==> config.mk <==
export PLATFORM = sky130hd
export DESIGN_NAME = uart_tx_arbiter
export DESIGN_NICKNAME = d
export VERILOG_FILES = /design/src/rtl/uart_pkg.sv /design/src/rtl/rr_pick.sv /design/src/rtl/uart_tx_arbiter.sv
export SDC_FILE = /design/constraint.sdc
export NUM_CORES = 1
export LEC_CHECK = 0
export ABC_AREA = 1
export ABC_CLOCK_PERIOD_IN_PS = 2000
export BUFFER_PORTS_ARGS = -buffer_cell sky130_fd_sc_hd__buf_2
export CAP_MARGIN = 20
export CORE_UTILIZATION = 49
export CTS_CLUSTER_SIZE = 8
export DETAILED_ROUTE_END_ITERATION = 7
export PLACE_DENSITY = 0.91
export SETUP_SLACK_MARGIN = 0.3
export SLEW_MARGIN = 0
export SYNTH_ARGS = -nofsm -noshare
export SYNTH_HDL_FRONTEND = slang
export SYNTH_SLANG_ARGS = --single-unit
==> constraint.sdc <==
create_clock -name clk -period 2 [get_ports clk]
set_input_delay 0.1 -clock clk [delete_from_list [all_inputs] [get_ports clk]]
set_output_delay 0.1 -clock clk [all_outputs]
set_load 0.005 [all_outputs]
==> src/rtl/uart_pkg.sv <==
// Shared UART-side types: arbiter FSM encoding and default parameter values.
package uart_pkg;

  typedef enum logic [2:0] {
    IDLE,
    ISSUE,
    WAIT_BUSY,
    WAIT_DONE,
    GAP
  } arb_state_t;

  localparam int N_REQ_DEFAULT     = 4;
  localparam int GAP_TICKS_DEFAULT = 1;

endpackage

==> src/rtl/rr_pick.sv <==
// Combinational round-robin picker: first asserted req_i bit at or after ptr_i, wrapping mod N.
module rr_pick #(
  parameter int N     = 4,
  parameter int IDX_W = 2
) (
  input  logic [N-1:0]     req_i,
  input  logic [IDX_W-1:0] ptr_i,
  output logic             found_o,
  output logic [IDX_W-1:0] idx_o
);

  always_comb begin
    found_o = 1'b0;
    idx_o   = '0;
    for (int i = 0; i < N; i++) begin
      int sum;
      logic [IDX_W-1:0] cand;
      sum  = int'(ptr_i) + i;
      cand = IDX_W'((sum >= N) ? sum - N : sum);
      if (!found_o && req_i[cand]) begin
        found_o = 1'b1;
        idx_o   = cand;
      end
    end
  end

endmodule

==> src/rtl/uart_tx_arbiter.sv <==
// Shares one uart_tx among N_REQ byte producers: round-robin grant, per-message lock via req_last,
// and an idle gap of GAP_TICKS baud ticks after every frame before the next grant.
module uart_tx_arbiter
  import uart_pkg::*;
#(
  parameter int N_REQ     = N_REQ_DEFAULT,
  parameter int GAP_TICKS = GAP_TICKS_DEFAULT,
  parameter int GAP_W     = 4,
  parameter int ID_W      = 2
) (
  input  logic                 clk,
  input  logic                 rst,
  input  logic [N_REQ-1:0]     req_valid,
  input  logic [8*N_REQ-1:0]   req_data,
  input  logic [N_REQ-1:0]     req_last,
  output logic [N_REQ-1:0]     req_ready,
  input  logic                 tx_enb,
  input  logic                 tx_busy,
  output logic                 tx_start,
  output logic [7:0]           tx_data,
  output logic [ID_W-1:0]      grant_id,
  output logic                 locked
);

  arb_state_t       state_q, state_d;
  logic [ID_W-1:0]  grant_q, grant_d;
  logic [ID_W-1:0]  rr_ptr_q, rr_ptr_d;
  logic             locked_q, locked_d;
  logic [GAP_W-1:0] gap_q, gap_d;
  logic [7:0]       tx_data_q, tx_data_d;
  logic             pick_found;
  logic [ID_W-1:0]  pick_idx;
  logic [7:0]       grant_byte;

  rr_pick #(.N(N_REQ), .IDX_W(ID_W)) u_pick (
    .req_i   (req_valid),
    .ptr_i   (rr_ptr_q),
    .found_o (pick_found),
    .idx_o   (pick_idx)
  );

  assign grant_byte = req_data[{grant_q, 3'b000} +: 8];

  always_comb begin
    state_d   = state_q;
    grant_d   = grant_q;
    rr_ptr_d  = rr_ptr_q;
    locked_d  = locked_q;
    gap_d     = gap_q;
    tx_data_d = tx_data_q;
    tx_start  = 1'b0;
    req_ready = '0;
    unique case (state_q)
      IDLE: begin
        // While locked, grant_q doubles as the lock owner and nobody else is scanned.
        if (locked_q) begin
          if (req_valid[grant_q]) state_d = ISSUE;
        end else if (pick_found) begin
          grant_d = pick_idx;
          state_d = ISSUE;
        end
      end
      ISSUE: begin
        tx_start           = !rst;
        req_ready[grant_q] = !rst;
        tx_data_d          = grant_byte;
        if (req_last[grant_q]) begin
          locked_d = 1'b0;
          rr_ptr_d = (grant_q == ID_W'(N_REQ - 1)) ? '0 : grant_q + 1'b1;
        end else begin
          locked_d = 1'b1;
        end
        state_d = WAIT_BUSY;
      end
      WAIT_BUSY: begin
        if (tx_busy) state_d = WAIT_DONE;
      end
      WAIT_DONE: begin
        if (!tx_busy) begin
          if (GAP_TICKS == 0) begin
            state_d = IDLE;
          end else begin
            gap_d   = GAP_W'(GAP_TICKS);
            state_d = GAP;
          end
        end
      end
      GAP: begin
        if (tx_enb) begin
          gap_d = gap_q - 1'b1;
          if (gap_q == GAP_W'(1)) state_d = IDLE;
        end
      end
      default: state_d = IDLE;
    endcase
  end

  always_ff @(posedge clk) begin
    if (rst) begin
      state_q   <= IDLE;
      grant_q   <= '0;
      rr_ptr_q  <= '0;
      locked_q  <= 1'b0;
      gap_q     <= '0;
      tx_data_q <= '0;
    end else begin
      state_q   <= state_d;
      grant_q   <= grant_d;
      rr_ptr_q  <= rr_ptr_d;
      locked_q  <= locked_d;
      gap_q     <= gap_d;
      tx_data_q <= tx_data_d;
    end
  end

  // Byte is driven straight from the grantee during ISSUE, then held for uart_tx.
  assign tx_data  = tx_start ? grant_byte : tx_data_q;
  assign grant_id = grant_q;
  assign locked   = locked_q;

endmodule

==> results of run 1 <==
area by class of cell:
class	count	area, um2	share of cell area
Inverter	36	138	0.0703
Clock buffer	3	22.5	0.0115
Multi-Input combinational cell	192	971	0.496
Timing Repair Buffer	65	360	0.184
Sequential cell	20	410	0.210
Tap cell	44	55.1	0.0281
power groups by stage:
stage	clock network [mW]	registers, mW	logic (mW)
6_report	0.195	0.676	1.56
5_1_grt	0.216	0.696	1.77
4_1_cts	0.189	0.661	1.49
3_5_place_dp	0	0.660	1.44
3_3_place_gp	0	0.655	1.40
2_1_floorplan	0	0.622	1.11
layer usage:
layer  routed length (um)  GRT usage  up-vias
met4                   68     0.0816        0
met3                  231     0.0446       10
met1                 1710      0.311      827
li1                     -          -      956
met5                    0          0        -
met2                 1970      0.450       68
registers in the layout (all words and copies together), names as in the netlist:
register	flops
gap_q	4
grant_id	2
locked	1
rr_ptr_q	2
state_q	3
tx_data_q	8
placed cells by master, fill, tap and decap left out:
cell type / instances
buf_2: 59
nand2_1: 58
o21ai_0: 42
nor2_1: 32
inv_1: 26
nand3_1: 14
dfxtp_1: 14
a21oi_1: 10
o22ai_1: 9
inv_2: 8
ha_1: 6
nor3_1: 5
dfxtp_2: 5
buf_4: 4
nand2_2: 3
clkbuf_4: 3
nor3_4: 2
nor2_4: 2
o21ai_1: 2
clkinv_1: 1
inv_4: 1
nand3_2: 1
a31oi_1: 1
or2_1: 1
o21ai_4: 1
a211oi_1: 1
nor3_2: 1
or2_2: 1
dfxtp_4: 1
buf_8: 1
buf_12: 1
path summary, 6_finish.rpt:
path              slack, ns                        end  cells past startpoint                       from
setup / recovery       0.27                 tx_data[1]                      8    state_q[0]$_SDFFE_PP0P_
hold / removal         0.09    state_q[0]$_SDFFE_PP0P_                      3                    tx_busy
setup reg to reg       0.44    state_q[2]$_SDFFE_PP0P_                     13   rr_ptr_q[0]$_SDFFE_PP0P_
hold reg to reg        0.48  tx_data_q[4]$_SDFFE_PP0N_                      2  tx_data_q[4]$_SDFFE_PP0N_
critical path, cell delays in order, from the launching register on:
cell	delay, ns
dfxtp_2	0.35
inv_2	0.06
nor3_4	0.25
inv_2	0.12
nor2_4	0.14
buf_12	0.14
nand2_1	0.06
o21ai_0	0.08
buf_2	0.14
synth_stat cells:
cell and count:
or2_1 1, clkinv_1 1, o21ai_1 2, a31oi_1 1
nor3_4 1, o21ai_4 1, o21ai_0 42, inv_2 5
ha_1 6, nand2_1 58, nand3_1 14, a211oi_1 1
nand2_2 3, dfxtp_1 20, nor3_2 2, buf_6 1
inv_1 29, inv_4 1, nor2_4 2, nor2_1 32
nor3_1 5, or2_2 1, buf_2 3, a21oi_1 10
nand3_2 1, clkbuf_1 5, o22ai_1 9
cells by family (layout without fill, tap and decap cells):
group | count (synthesis) | after routing | share of synthesized area
buf+inv | 45 | 104 | 0.118
simple gates | 120 | 120 | 0.344
fa+ha+maj | 6 | 6 | 0.0485
flops | 20 | 20 | 0.259
compound gates | 66 | 66 | 0.230
stage by stage:
step	hold slack, ns	util	worst slack [ns]	cell area (um2)
finish	0.0853	0.646	0.273	1960
global route	0.0732	0.646	0.148	1960
CTS	0.0907	0.636	0.308	1930
detailed placement	0.401	0.619	0.369	1880
global placement	0.396	0.619	0.418	1880
floorplan	0.269	-	0.545	1550
what timing repair did:
item / in CTS / in global routing
pin swaps: 1 / 1
setup endpoints to repair: 11 / 15
buffers inserted: 1 / 2
resized for setup: 5 / 8
cloned: 0 / 0
==> flow_summary.json, run 1 <==
{
  "slew_headroom": 0.792,
  "drtAntennaViolNets": 0,
  "grt_pass1_wl_um": 6750,
  "syn_nets": 307,
  "swShare": 0.495,
  "path_max_fanout": 17,
  "cts_buffer_depth": 2,
  "vias": 1861,
  "ys.warnings.count": 0,
  "p_seq_frac": 0.279,
  "synth_area_per_cell_um2": 6.02,
  "finalSetupTns_ns": 0,
  "numCtsBuffers": 3,
  "finalMaxSlewViolations": 0,
  "hp-class": "in -> reg",
  "fill_cells": 272,
  "synth.largest_area_cell": "dfxtp_1",
  "dpl.cell_count": 354,
  "cts_sinks": 20,
  "track_usage": 0.254,
  "num-nets-final": 368,
  "place.gp.congestion": 0.914,
  "drt_iter0_markers": 100,
  "dpl.hpwl_um": 3020,
  "drv_cap": 0,
  "power.leakage_nw": 0.975,
  "htree_levels": 1,
  "synth_cells": 257,
  "clockPowerShare": 0.080,
  "synth_cell_types": 27,
  "drive_gt1_frac": 0.297,
  "num_antenna_cells": 0,
  "p_total_mw": 2.43,
  "finalSetupViolations": 0,
  "syn_area_um2": 1550,
  "critPathLaunchType": "register",
  "grt_pass1_vias": 1665,
  "clock.fmax_mhz": 579,
  "rsz0062_at_grt": "true",
  "cts_root_buf": "clkbuf_4",
  "max_slew.worst_pin.slew_ns": 0.310,
  "p_per_area_nw_per_um2": 1240,
  "cp-end-kind": "output pin",
  "yosysTopAreaCellShare": 0.259,
  "vias_per_cell": 5.17,
  "num_rows": 20,
  "cp.arrival_ns": 1.63,
  "drt-total-wl_um": 3980,
  "dr.pass1.iters": 4,
  "io_pins": 60,
  "core_um2": 3030,
  "crit_type": "reg -> out",
  "fin_crit_sh": 0.864,
  "status": "finished clean",
  "skew_ns": 0.0143,
  "worstPathRequired_ns": 1.90,
  "die_w_um": 58.2,
  "hold_buffers": 0,
  "p_int_mw": 1.22,
  "syn_to_final_growth_pct": 26.4,
  "die_height_um": 58.2,
  "antenna_found_initial": 0,
  "ys_top_cells_by_area": "dfxtp_1 26%, nand2_1 14%, o21ai_0 14%",
  "hold_viol": 0,
  "seq_area_frac_synth": 0.259,
  "fin_crit_ns": 1.73,
  "clk_pin_slew_worst_paths_ns": 0.10,
  "die_area_um2": 3390,
  "io_buffers": 59,
  "p_comb_frac": 0.641,
  "cts_tree": "built",
  "start_util": 0.511,
  "drcViolationCount": 0,
  "finalNonFillerCells": 360,
  "switchingPower_mw": 1.20,
  "synth_seq_cells": 20,
  "ir_drop_v": 0.000538,
  "grt_overflow": 0,
  "wire_per_inst_um": 11.0,
  "clock_latency_ns": 0.30,
  "grt_max_degree": 21
}
(Power assumes the default switching activity.)
==> run 2, diff against run 1 <==
==> constraint.sdc (replaced) <==
create_clock -name clk -period 2 [get_ports clk]
set_input_delay 0.4 -clock clk [delete_from_list [all_inputs] [get_ports clk]]
set_output_delay 0.4 -clock clk [all_outputs]
set_load 0.005 [all_outputs]
==> run 2 against run 1 <==
Against the previous run: worst hold slack gained 0.30 ns; largest cell class unchanged; highest routed layer unchanged; total power is 7.8% higher; critical path type unchanged; critical path depth fell by 1.
==> flow_summary.json, run 2 (synthesized netlist as in run 1, its figures left out) <==
{
  "status": "finished clean",
  "hold_viol": 0,
  "skew_ns": 0.00744,
  "grt_pass1_wl_um": 7270,
  "p_total_mw": 2.61,
  "core_um2": 3030,
  "power.leakage_nw": 1.03,
  "num-nets-final": 376,
  "vias": 1921,
  "syn_to_final_growth_pct": 33.5,
  "clock.fmax_mhz": 520,
  "rsz0062_at_grt": "true",
  "fin_crit_sh": 0.961,
  "worstPathRequired_ns": 1.60,
  "grt_overflow": 0,
  "drt_iter0_markers": 102,
  "finalNonFillerCells": 369,
  "slew_headroom": 0.801,
  "drcViolationCount": 0,
  "top_register": "tx_data_q",
  "wire_per_inst_um": 11.3,
  "top_regs": "tx_data_q (8), gap_q (4), state_q (3)",
  "use_met2": 0.494,
  "multi_input_area_um2": 988,
  "htree_levels": 1,
  "cp.arrival_ns": 1.52,
  "start_util": 0.511,
  "num_antenna_cells": 0,
  "seqCellArea_um2": 417,
  "grt-busiest-layer": "met2",
  "mostFrequentLayoutCells": "59 x buf_2, 58 x nand2_1, 40 x o21ai_0, 29 x nor2_1, 26 x inv_1",
  "holdCritStartpoint": "tx_busy",
  "final_common_cell": "buf_2",
  "num_rows": 20,
  "ir_drop_v": 0.000611,
  "use_met3": 0.0313,
  "dpl.cell_count": 356,
  "numCtsBuffers": 3,
  "hp-class": "in -> reg",
  "cts_tree": "built",
  "cp-startpoint": "state_q[1]$_SDFFE_PP0P_",
  "track_usage": 0.270,
  "io_pins": 60,
  "clock_latency_ns": 0.30,
  "drt-total-wl_um": 4170,
  "cp-end-kind": "output pin",
  "drive_gt1_frac": 0.332,
  "drtAntennaViolNets": 0,
  "crit_type": "reg -> out",
  "fill_cells": 238,
  "drv_cap": 0,
  "critPathLaunchType": "register",
  "cts_sinks": 20,
  "io_buffers": 59,
  "r2r_slack_ns": 0.45,
  "final_util": 0.682,
  "fin_crit_ns": 1.92,
  "timing.hold.ws_ns": 0.389,
  "clk_pin_slew_worst_paths_ns": 0.11,
  "dpl.hpwl_um": 3050,
  "die_w_um": 58.2,
  "vias_per_cell": 5.21,
  "use_met1": 0.331,
  "cts_root_buf": "clkbuf_4",
  "die_height_um": 58.2,
  "cts_buffer_depth": 2,
  "rr_startpoint": "state_q[0]$_SDFFE_PP0P_",
  "max_slew.worst_pin.slew_ns": 0.296,
  "grt_pass1_vias": 1778,
  "die_area_um2": 3390,
  "finalSetupViolations": 0,
  "path_max_fanout": 15,
  "grt_max_degree": 16,
  "dr.pass1.iters": 5,
  "finalWorstSetupSlack_ns": 0.0779,
  "p_per_area_nw_per_um2": 1270,
  "largest_reg_flops": 8,
  "place.gp.congestion": 0.838,
  "antenna_found_initial": 0,
  "hold_buffers": 0,
  "dp_slack_ns": 0.111,
  "finalMaxSlewViolations": 0
}
-- run 2: cell count changes in the layout (fill, tap and decap cells not counted), moves of 2 or more --
cell     change
inv_2        -2
o21ai_0      -2
dfxtp_4      +2
buf_4        +6
nor2_2       +2
nor2_1       -3
buf_6        +3
o21ai_1      +2
-- run 2: worst paths after layout --
| kind | cells past startpoint | end |
|---|---|---|
| hold / removal | 3 | state_q[0]$_SDFFE_PP0P_ |
| setup / recovery | 7 | tx_data[4] |
| setup reg to reg | 10 | gap_q[2]$_SDFFE_PP0P_ |
| hold reg to reg | 2 | tx_data_q[5]$_SDFFE_PP0N_ |
-- run 2: area by class of cell --
type                    instances  area share
well taps                      44      0.0267
clock buffers                   4      0.0176
repair buffers                 73       0.205
flip-flops and latches         20       0.202
inverters                      36      0.0703
multi-input cells             192       0.478
-- run 2: through the flow --
stage / setup TNS, ns / instance area, um2
after floorplan: 0 / 1550
after global placement: 0 / 1890
after detailed placement: 0 / 1890
after CTS: 0 / 2040
after global routing: -0.0529 / 2070
final: 0 / 2070
-- run 2: layer usage --
layer,vias to the layer above,routed length [um]
met4,0,16
met3,2,265
met5,-,0
met1,853,1760
li1,973,-
met2,93,2120
-- run 2: where the power goes --
group / switching, mW / internal [mW] / leakage (nW)
logic: 1.00 / 0.698 / 0.838
registers: 0.123 / 0.553 / 0.167
clock network: 0.129 / 0.111 / 0.0210
-- run 2: repair_timing --
action                     4_1_cts  5_1_grt
gates resized for setup         20        7
setup buffers                    7        2
setup endpoints to repair       14       18
pin swaps                        2        2
-- run 2: critical path: stages (launching register included) --
cell and delay, ns:
dfxtp_2 0.37, nor3_4 0.22, inv_2 0.08, nor2_4 0.12, buf_12 0.14, nand2_1 0.07, o21ai_1 0.10, buf_2 0.13
==> run 3, diff against run 2 <==
--- a/config.mk
+++ b/config.mk
@@ -9,12 +9,13 @@
 export ABC_CLOCK_PERIOD_IN_PS = 2000
 export BUFFER_PORTS_ARGS = -buffer_cell sky130_fd_sc_hd__buf_2
 export CAP_MARGIN = 20
-export CORE_UTILIZATION = 49
+export CORE_UTILIZATION = 50
 export CTS_CLUSTER_SIZE = 8
 export DETAILED_ROUTE_END_ITERATION = 7
-export PLACE_DENSITY = 0.91
-export SETUP_SLACK_MARGIN = 0.3
+export PLACE_DENSITY = 0.92
+export SETUP_SLACK_MARGIN = 0.05
 export SLEW_MARGIN = 0
 export SYNTH_ARGS = -nofsm -noshare
 export SYNTH_HDL_FRONTEND = slang
+export SYNTH_HIERARCHICAL = 1
 export SYNTH_SLANG_ARGS = --single-unit
==> run 3 against run 2 <==
Against the previous run: routed wire length grew 1.1%; global-route usage is 1.5 points lower; sequential share of layout area fell by 0.44 points; cell count is 0.27% lower; synthesized cell count rose by 2.3%; setup slack gained 0.058 ns; clock skew down 0.0055 ns; critical path depth unchanged; core utilization shrank 1.3 points; combinational power shrank 12%.
==> flow_summary.json, run 3 <==
{
  "drcViolationCount": 0,
  "r2r_slack_ns": 0.33,
  "finalMaxSlewViolations": 0,
  "p_per_area_nw_per_um2": 1150,
  "grt_pass1_vias": 1674,
  "reg2reg_to": "grant_id[1]$_SDFFE_PP0P_",
  "finalSetupViolations": 0,
  "hold_buffers": 0,
  "start_util": 0.533,
  "p_int_mw": 1.24,
  "grt_pass1_wl_um": 7010,
  "synthMuxAreaShare": 0,
  "numCtsBuffers": 3,
  "seqCellArea_um2": 407,
  "top_regs": "tx_data_q (8), gap_q (4), state_q (3)",
  "p_seq_frac": 0.266,
  "core_um2": 3080,
  "ys_async_sr_fraction": 0,
  "hp-class": "in -> reg",
  "clockPowerShare": 0.100,
  "vias_per_cell": 5.17,
  "syn_to_final_growth_pct": 25.5,
  "hold_path_end": "state_q[0]$_SDFFE_PP0P_",
  "rsz0062_at_grt": "true",
  "reg2regPathDepth": 8,
  "multi_input_area_um2": 1040,
  "cp-end-kind": "output pin",
  "track_usage": 0.255,
  "crit_buf_inv": 4,
  "hold_depth": 3,
  "dpl.cell_count": 359,
  "timing.hold.ws_ns": 0.408,
  "dpl.hpwl_um": 3120,
  "cts_root_buf": "clkbuf_4",
  "yosys_most_used_dff": "dfxtp_1",
  "num_rows": 20,
  "fin_crit_sh": 0.932,
  "num-nets-final": 375,
  "yosys.area_share.xor_xnor": 0,
  "mostFrequentLayoutCells": "59 x buf_2, 52 x nand2_1, 40 x nor2_1, 27 x inv_1, 21 x o21ai_0",
  "p_total_mw": 2.36,
  "final_common_cell": "buf_2",
  "seq_area_frac_synth": 0.244,
  "drtAntennaViolNets": 0,
  "die_w_um": 59.3,
  "drt_iter0_markers": 105,
  "io_pins": 60,
  "yosysTopAreaCellShare": 0.244,
  "cp.arrival_ns": 1.46,
  "critPathLaunchType": "register",
  "ir_drop_v": 0.000592,
  "die_area_um2": 3520,
  "max_slew.worst_pin.slew_ns": 0.339,
  "grt_overflow": 0,
  "yosys-top-cells-count": "52 x nand2_1, 40 x nor2_1, 28 x inv_1",
  "vias": 1901,
  "top_register": "tx_data_q",
  "fin_crit_ns": 1.86,
  "drive_gt1_frac": 0.324,
  "die_height_um": 59.3,
  "drv_cap": 0,
  "syn_nets": 313,
  "p_comb_frac": 0.634,
  "path_cells": "inv_2 -> nand3_4 -> nor2_8 -> buf_12 -> buf_4 -> o21ai_1 -> buf_2",
  "fill_cells": 262,
  "path_max_fanout": 9,
  "holdCritStartpoint": "tx_busy",
  "cts_buffer_depth": 2,
  "ys_top_cells_by_area": "dfxtp_1 24%, nand2_1 12%, nor2_1 9.1%",
  "synth_edf_count": 0,
  "largest_reg_flops": 8,
  "clock_latency_ns": 0.30,
  "finalSetupTns_ns": 0,
  "clk_pin_slew_worst_paths_ns": 0.11,
  "swShare": 0.476,
  "power.leakage_nw": 1.06,
  "skew_ns": 0.00190,
  "switchingPower_mw": 1.13,
  "drt-total-wl_um": 4220,
  "slew_headroom": 0.774,
  "num_antenna_cells": 0,
  "syn_area_um2": 1640,
  "cts_tree": "built",
  "hold_viol": 0,
  "cts_sinks": 20,
  "finalNonFillerCells": 368,
  "crit_type": "reg -> out",
  "synth_cell_types": 28,
  "synth_area_per_cell_um2": 6.24,
  "place.gp.congestion": 0.802,
  "clock.fmax_mhz": 536,
  "synth.largest_area_cell": "dfxtp_1",
  "crit_family": "buffers and inverters",
  "dr.pass1.iters": 4,
  "io_buffers": 59,
  "status": "finished clean",
  "yosysMostFrequentCell": "nand2_1",
  "wire_per_inst_um": 11.5,
  "synthSimpleGateAreaFrac": 0.392,
  "ys.warnings.count": 6,
  "worst_path_largest_cell_delay_ns": 0.43,
  "synth_compound_area_frac": 0.199,
  "grt_max_degree": 25,
  "crit_path_top_delay_cell": "dfxtp_1",
  "rr_startpoint": "rr_ptr_q[1]$_SDFFE_PP0P_",
  "htree_levels": 1,
  "synth_top_family_by_area": "simple AND/OR/NAND/NOR gates",
  "synth_seq_cells": 20,
  "worstPathRequired_ns": 1.60,
  "synth_cells": 263,
  "antenna_found_initial": 0,
  "yosys.area_share.adder": 0.0457
}
-- run 3: timing repair --
action                                  CTS  global route
endpoints found under the setup margin    8            11
pin swaps                                 1             1
gates resized for setup                   3            10
hold endpoints to repair                  0             0
setup buffers                             4             1
gates cloned                              0             0
-- run 3: power by group through the flow --
stage | Sequential (mW) | Clock (mW) | Combinational, mW
after detailed placement | 0.621 | 0 | 1.39
after CTS | 0.615 | 0.237 | 1.45
after floorplan | 0.604 | 0 | 1.07
after global placement | 0.613 | 0 | 1.36
final | 0.630 | 0.236 | 1.50
after global routing | 0.645 | 0.256 | 1.68
-- run 3: routing by layer --
metal / GRT usage / wire (um) / up-vias
met5: 0 / 0 / -
met4: 0.0612 / 21 / 0
met3: 0.0393 / 260 / 4
met2: 0.445 / 2160 / 80
met1: 0.328 / 1770 / 830
li1: - / - / 987
-- run 3: final cells by class --
class / instances / share of cell area
sequential: 20 / 0.197
tap: 44 / 0.0267
clock buffer: 4 / 0.0176
inverter: 35 / 0.0668
timing repair buffer: 67 / 0.185
multi-input combinational: 198 / 0.507
-- run 3: how the worst max path moves through the flow --
stage                                    end                     start  cells after the start
detailed placement  grant_id[1]$_SDFFE_PP0P_  rr_ptr_q[0]$_SDFFE_PP0P_                      9
global route                      tx_data[3]  grant_id[1]$_SDFFE_PP0P_                      6
CTS                               tx_data[4]  grant_id[0]$_SDFFE_PP0P_                      6
finish                            tx_data[6]   state_q[2]$_SDFFE_PP0P_                      7
global placement    grant_id[1]$_SDFFE_PP0P_  rr_ptr_q[0]$_SDFFE_PP0P_                      9
floorplan                         tx_data[6]  grant_id[0]$_SDFFE_PP0P_                      6
-- run 3: cells by family after synthesis --
logic type,count (synthesis)
AND/OR/NAND/NOR,133
adder cells (fa/ha/maj),6
flip-flops,20
buffers and inverters,45
AO/OA/AOI/OAI,59
-- run 3: stage by stage --
step	setup WS, ns	instance area, um2	util
final	0.136	2060	0.670
after CTS	0.0486	2030	0.660
after detailed placement	0.325	1950	0.634
after global placement	0.348	1950	0.634
after floorplan	0.483	1640	-
after global routing	0.0433	2060	0.670
-- run 3: worst reg2reg max path: cells and delay by family (launching register included) --
family / cells / cell delay [ns]
AO/OA/AOI/OAI: 3 / 0.48
buffers and inverters: 1 / 0.11
flip-flops: 1 / 0.46
AND/OR/NAND/NOR: 4 / 0.50
